==> src/rtl/lbm_pkg.sv <==
// Shared constants and types for the LBM chunk unload path.
// - ADDR_W / DATA_W / NUM_DIR : BRAM address width, direction word width, directions per cell
// - DIR_* : beat index of each direction; the beat order on the stream follows these values
// - unload_state_e : state encoding of the unload FSM
package lbm_pkg;

   localparam int unsigned ADDR_W  = 12;
   localparam int unsigned DATA_W  = 16;
   localparam int unsigned NUM_DIR = 9;
   localparam int unsigned BEAT_W  = 4;

   localparam int unsigned DIR_NULL = 0;
   localparam int unsigned DIR_N    = 1;
   localparam int unsigned DIR_NE   = 2;
   localparam int unsigned DIR_E    = 3;
   localparam int unsigned DIR_SE   = 4;
   localparam int unsigned DIR_S    = 5;
   localparam int unsigned DIR_SW   = 6;
   localparam int unsigned DIR_W    = 7;
   localparam int unsigned DIR_NW   = 8;

   typedef enum logic [2:0] {
      StIdle,
      StIssue,
      StCapture,
      StSend,
      StFinish
   } unload_state_e;

endpackage

==> src/rtl/axis_word_serializer.sv <==
// Holds the nine direction words of one cell and emits them as nine AXI-Stream beats.
// - clk_i / rst_i  : clock, synchronous active-high reset
// - load_i         : capture rdata_i into the hold register and start a new cell
// - rdata_i        : {nw,w,sw,s,se,e,ne,n,null} direction words
// - last_cell_i    : the cell being loaded is the final one of the job (drives tlast)
// - tready_i       : downstream ready
// - tdata_o / tvalid_o / tlast_o : stream outputs
// - cell_done_o    : the last beat of the current cell is accepted this cycle
module axis_word_serializer
   import lbm_pkg::*;
(
   input  logic                       clk_i,
   input  logic                       rst_i,
   input  logic                       load_i,
   input  logic [NUM_DIR*DATA_W-1:0]  rdata_i,
   input  logic                       last_cell_i,
   input  logic                       tready_i,
   output logic [DATA_W-1:0]          tdata_o,
   output logic                       tvalid_o,
   output logic                       tlast_o,
   output logic                       cell_done_o
);

   localparam logic [BEAT_W-1:0] LastBeat = BEAT_W'(DIR_NW);

   logic [DATA_W-1:0] hold_q [NUM_DIR];
   logic [BEAT_W-1:0] beat_idx_q;
   logic              valid_q;
   logic              last_cell_q;
   logic              accept;

   assign accept = valid_q && tready_i;

   always_ff @(posedge clk_i) begin
      if (rst_i) begin
         for (int i = 0; i < int'(NUM_DIR); i++) begin
            hold_q[i] <= '0;
         end
         beat_idx_q  <= '0;
         valid_q     <= 1'b0;
         last_cell_q <= 1'b0;
      end else if (load_i) begin
         for (int i = 0; i < int'(NUM_DIR); i++) begin
            hold_q[i] <= rdata_i[i*DATA_W +: DATA_W];
         end
         beat_idx_q  <= '0;
         valid_q     <= 1'b1;
         last_cell_q <= last_cell_i;
      end else if (accept) begin
         if (beat_idx_q == LastBeat) begin
            beat_idx_q <= '0;
            valid_q    <= 1'b0;
         end else begin
            beat_idx_q <= beat_idx_q + 1'b1;
         end
      end
   end

   // Word select from registered state only, so tdata cannot move during a stall.
   always_comb begin
      tdata_o = '0;
      for (int i = 0; i < int'(NUM_DIR); i++) begin
         if (valid_q && (beat_idx_q == BEAT_W'(i))) begin
            tdata_o = hold_q[i];
         end
      end
   end

   assign tvalid_o    = valid_q;
   assign tlast_o     = valid_q && last_cell_q && (beat_idx_q == LastBeat);
   assign cell_done_o = accept && (beat_idx_q == LastBeat);

endmodule

==> src/rtl/chunk_unload_streamer.sv <==
// Drains a chunk of LBM cells from the nine direction BRAMs to an AXI-Stream master.
// - m00_axis_aclk / m00_axis_areset : clock, synchronous active-high reset
// - start / base_addr / num_cells   : job request, latched when accepted in idle
// - unload_active                   : this block owns the BRAM read port
// - bram_addr / bram_rdata          : shared read address, nine words returned one cycle later
// - m00_axis_t*                     : one direction word per beat, tlast on the final beat of the job
// - done                            : one-cycle pulse at job completion
module chunk_unload_streamer
   import lbm_pkg::*;
(
   input  logic                       m00_axis_aclk,
   input  logic                       m00_axis_areset,
   input  logic                       start,
   input  logic [ADDR_W-1:0]          base_addr,
   input  logic [ADDR_W:0]            num_cells,
   output logic                       unload_active,
   output logic [ADDR_W-1:0]          bram_addr,
   input  logic [NUM_DIR*DATA_W-1:0]  bram_rdata,
   output logic [DATA_W-1:0]          m00_axis_tdata,
   output logic                       m00_axis_tvalid,
   input  logic                       m00_axis_tready,
   output logic                       m00_axis_tlast,
   output logic                       done
);

   unload_state_e     state_q;
   logic [ADDR_W-1:0] base_q;
   logic [ADDR_W:0]   num_q;
   logic [ADDR_W:0]   cell_cnt_q;
   logic [ADDR_W:0]   cell_cnt_d;
   logic [ADDR_W-1:0] bram_addr_q;
   logic [ADDR_W-1:0] bram_addr_d;
   logic              active_q;
   logic              done_q;
   logic              last_cell;
   logic              cell_done;

   assign cell_cnt_d  = cell_cnt_q + 1'b1;
   // Address of the next cell; the add wraps at the top of the BRAM.
   assign bram_addr_d = base_q + cell_cnt_d[ADDR_W-1:0];
   assign last_cell   = (cell_cnt_q == (num_q - 1'b1));

   always_ff @(posedge m00_axis_aclk) begin
      if (m00_axis_areset) begin
         state_q     <= StIdle;
         base_q      <= '0;
         num_q       <= '0;
         cell_cnt_q  <= '0;
         bram_addr_q <= '0;
         active_q    <= 1'b0;
         done_q      <= 1'b0;
      end else begin
         unique case (state_q)
            StIdle: begin
               if (start) begin
                  base_q     <= base_addr;
                  num_q      <= num_cells;
                  cell_cnt_q <= '0;
                  active_q   <= 1'b1;
                  if (num_cells == '0) begin
                     done_q  <= 1'b1;
                     state_q <= StFinish;
                  end else begin
                     // Address is presented during the ISSUE cycle itself.
                     bram_addr_q <= base_addr;
                     state_q     <= StIssue;
                  end
               end
            end
            StIssue: begin
               state_q <= StCapture;
            end
            StCapture: begin
               state_q <= StSend;
            end
            StSend: begin
               if (cell_done) begin
                  if (last_cell) begin
                     done_q  <= 1'b1;
                     state_q <= StFinish;
                  end else begin
                     cell_cnt_q  <= cell_cnt_d;
                     bram_addr_q <= bram_addr_d;
                     state_q     <= StIssue;
                  end
               end
            end
            StFinish: begin
               done_q      <= 1'b0;
               active_q    <= 1'b0;
               bram_addr_q <= '0;
               state_q     <= StIdle;
            end
            default: begin
               state_q <= StIdle;
            end
         endcase
      end
   end

   axis_word_serializer u_serializer (
      .clk_i       (m00_axis_aclk),
      .rst_i       (m00_axis_areset),
      .load_i      (state_q == StCapture),
      .rdata_i     (bram_rdata),
      .last_cell_i (last_cell),
      .tready_i    (m00_axis_tready),
      .tdata_o     (m00_axis_tdata),
      .tvalid_o    (m00_axis_tvalid),
      .tlast_o     (m00_axis_tlast),
      .cell_done_o (cell_done)
   );

   assign unload_active = active_q;
   assign bram_addr     = bram_addr_q;
   assign done          = done_q;

endmodule

==> config.mk <==
export PLATFORM = sky130hd
export DESIGN_NAME = chunk_unload_streamer
export DESIGN_NICKNAME = d
export VERILOG_FILES = /design/src/rtl/lbm_pkg.sv /design/src/rtl/axis_word_serializer.sv /design/src/rtl/chunk_unload_streamer.sv
export SDC_FILE = /design/constraint.sdc
export NUM_CORES = 1
export LEC_CHECK = 0
export BUFFER_PORTS_ARGS = -buffer_cell sky130_fd_sc_hd__buf_2
export CAP_MARGIN = 20
export CORE_ASPECT_RATIO = 0.7
export CORE_MARGIN = 2
export CORE_UTILIZATION = 60
export DETAILED_ROUTE_END_ITERATION = 16
export GPL_TIMING_DRIVEN = 0
export PLACE_DENSITY = 0.95
export RECOVER_POWER = 25
export SLEW_MARGIN = 10
export SYNTH_ARGS = -nofsm -noshare
export SYNTH_HDL_FRONTEND = slang
export SYNTH_HIERARCHICAL = 1
export SYNTH_SLANG_ARGS = --single-unit
==> constraint.sdc <==
create_clock -name m00_axis_aclk -period 12.9 [get_ports m00_axis_aclk]
set_input_delay 2.58 -clock m00_axis_aclk [delete_from_list [all_inputs] [get_ports m00_axis_aclk]]
set_output_delay 2.58 -clock m00_axis_aclk [all_outputs]
set_load 0.01 [all_outputs]
==> summary.md <==
| Metric | Value |
|---|---|
| R2R depth | 5 |
| Vias in the first global route | 8516 |
| Worst-path maximum fanout | 67 |
| Fmax | 158 MHz |
| DRT antenna net count | 0 |
| Most used cell, CP | clkbuf_1 |
| Worst VDD drop | 0.000111 V |
| Area Overhead vs Synth | 18.6% |
| Finished Core Util | 72.7% |
| DRC Markers | 0 |
| Post-CTS resize count | 0 |
| WL/cell | 20.3 um |
| Worst Hold Depth | 2 |
| Most frequent cells in the layout | buf_2, and2_1, edfxtp_1 |
| Post-Syn Area per Cell | 10.3 um^2 |
| Die Wd | 162 um |
| TritonRoute pass-1 iters | 5 |
| CTS tree | yes |
| Starting density of the core | 61.3% |
| Row count | 40 |
| Arrival @ worst endpoint | 6360 ps |
| Total GRT Usage | 32.0% |
| Total CTS buffers | 21 |
| IO Port Bufs | 204 |
| CP required | 12940 ps |
| Total global routing overflow | 0 |
| Clock slew at reported path FFs | 60 ps |
| CP startpoint kind | input pin |
| Crit Path Class | in2reg |
| Final wirelength | 30300 um |
| Syn Std Cell Area | 10500 um^2 |
| Fin nets | 1438 |
| Sequential area share after synthesis | 52.7% |
| Max-slew headroom | -133% |
| Post-synth EDFFs | 144 |
| Leakage | 0.00501 uW |
| Final slew viol count | 131 |
| Vias per Instance | 6.11 |
| Slowest stage cell, crit path | clkbuf_1 |
| Root buffer cell | clkbuf_16 |
| RSZ-0062 raised after global routing | false |
| Synthesized flop and latch total | 205 |
| Post-Syn Instances | 1018 |
| WP buf/inv | 3 |
| CP top delay family | buffers and inverters |
| IO Count | 205 |
| Max stage delay on crit path | 2530 ps |
| Chip height | 115 um |
| DR vias | 9130 |
| Main synth FF type | edfxtp_1 |
| GP Congestion | 0.940 |
| Cell Chain, Critical Path | clkbuf_1 -> or2_2 -> clkbuf_1 -> clkbuf_1 |
| Clock sink count | 205 |
| Levels on crit path | 4 |
| Max Clock Skew | 23.6 ps |
| Max Cap Violations | 2 |
| Endpoints failing setup | 0 |
| Mapped Nets | 1209 |
| Status | complete, but fails checks |
| Synth unique cells | 77 |
| Slew of the pin with the lowest slew margin | 3500 ps |
| Fraction of layout cells with a size suffix above 1 | 21.2% |
| Worst Setup End Kind | register |
| Clk_lat worst skew | 500 ps |
| Largest net degree at the start of global routing | 68 |
| Fin Setup TNS | 0 ps |
| Placeable Area | 17200 um^2 |
| Initial antenna violation count | 1 |
| Clock Tree Buf Depth | 3 |
| Setup bufs post-CTS | 0 |
| Ys Warns | 6 |
| Die area | 18600 um^2 |
| Max H-tree Level | 1 |
| Worst hold path type | reg2reg |
| Final hold violation count | 0 |
| Post-layout minimum cycle time | 6320 ps |
| Iter 0 DRT Violations | 1266 |
| Violated checks | capacitance limit, slew limit |
| Hpwl dp | 22600 um |
| Fin crit share | 49.0% |
| Post-synth ARST share | 0% |
| Commonest non-fill, non-tap cell in the layout | buf_2 |
| First-pass GRT wire length | 45700 um |
| Post-CTS Hold Buffers | 0 |
| Total power per unit cell area | 142 nW/um^2 |
-- worst register-to-register path, delay by kind of cell (launching register included) --
kind	cells	cell delay, ps
DFF	1	310
buffers and inverters	3	3660
and+or+nand+nor	2	710
-- cell families (layout without fill, tap and decap cells) --
group	count (synthesis)	after routing	share of synthesized area [%]
and+or+nand+nor	406	406	21.6
AOI/OAI and AO/OA	253	253	17.0
muxes	1	1	0.0951
adders and majority gates	18	18	2.21
other	0	1	0
buffers and inverters	110	354	4.37
DFF	205	205	52.7
xor gates and xnor gates	25	25	2.08
-- cells in the mapped netlist, types with 4 or more instances --
library cell / number / area share [%]
xnor2_1: 18 / 1.5
a221o_1: 9 / 0.86
and2_1: 147 / 8.7
nor4_1: 6 / 0.36
o31ai_1: 4 / 0.29
ha_1: 17 / 2.0
a21boi_0: 4 / 0.29
o22a_1: 7 / 0.58
nand4_1: 4 / 0.24
a22o_1: 5 / 0.42
buf_1: 4 / 0.14
a21o_1: 7 / 0.50
buf_2: 5 / 0.24
nor2b_1: 9 / 0.53
a22oi_1: 13 / 0.93
inv_1: 34 / 1.2
o22ai_1: 11 / 0.65
a221oi_2: 6 / 0.86
a222oi_1: 4 / 0.38
a21oi_1: 86 / 4.1
and3b_1: 4 / 0.33
and3_1: 6 / 0.36
nor2_1: 49 / 1.7
clkbuf_1: 60 / 2.1
o221a_1: 5 / 0.53
a211oi_1: 15 / 1.1
a221oi_1: 8 / 0.67
nand2b_1: 10 / 0.59
buf_6: 5 / 0.53
a2bb2oi_1: 4 / 0.33
o21ai_0: 25 / 1.2
dfxtp_1: 61 / 12
nand3b_1: 21 / 1.5
or3_1: 10 / 0.59
edfxtp_1: 144 / 41
xor2_1: 7 / 0.58
or2_2: 4 / 0.24
nand3_1: 14 / 0.67
nand2_1: 82 / 2.9
o21a_1: 4 / 0.29
nor3_1: 21 / 1.0
-- worst paths after layout --
kind                                       from                          end  slack (ps)
worst max-delay path            m00_axis_areset  u_serializer/hold_q[0][135]        6580
worst min-delay path                  base_q[6]                    base_q[6]         470
worst max register to register       state_q[1]  u_serializer/hold_q[0][135]        7760
worst min register to register        base_q[6]                    base_q[6]         470
-- final cells by class --
cell class,count,area (um^2)
sequential,205,5550
fill,1181,4680
multi-input combinational,703,4520
timing repair buffer,206,1030
clock buffer,25,541
buffer,75,328
tap,231,289
inverter,35,131
clock inverter,13,100
antenna,1,2.50
-- registers in the layout (all words and copies together), names as in the netlist --
register and cells:
cell_cnt_q 13, state_q 3, base_q 12, done 1
u_serializer/beat_idx_q 4, unload_active 1, u_serializer/last_cell_q 1, num_q 13
bram_addr 12, u_serializer/hold_q 144, u_serializer/tvalid_o 1
-- power breakdown --
| part | internal [uW] | switching (uW) |
|---|---|---|
| Clock | 322 | 253 |
| Sequential | 802 | 36.3 |
| Combinational | 136 | 224 |
| Total | 1260 | 514 |
-- stage by stage --
stage | total power [uW] | setup slack, ps | hold WS [ps] | std cells | cell area (um^2)
finish | 1770 | 6580 | 466 | 1494 | 12500
global route | 1840 | 6310 | 483 | 1494 | 12500
CTS | 1770 | 6870 | 463 | 1493 | 12500
detailed placement | 1200 | 7350 | 455 | 1455 | 11900
global placement | 1190 | 4170 | 447 | 1453 | 11800
floorplan | 1080 | 5670 | 441 | 1018 | 10500
-- layer usage --
layer	track usage [%]	share of wire [%]
met1	47.2	41
met2	47.7	43
met3	8.15	14
met5	0	0
met4	8.14	2.2
No activity file was read; power rests on OpenSTA's default activity.
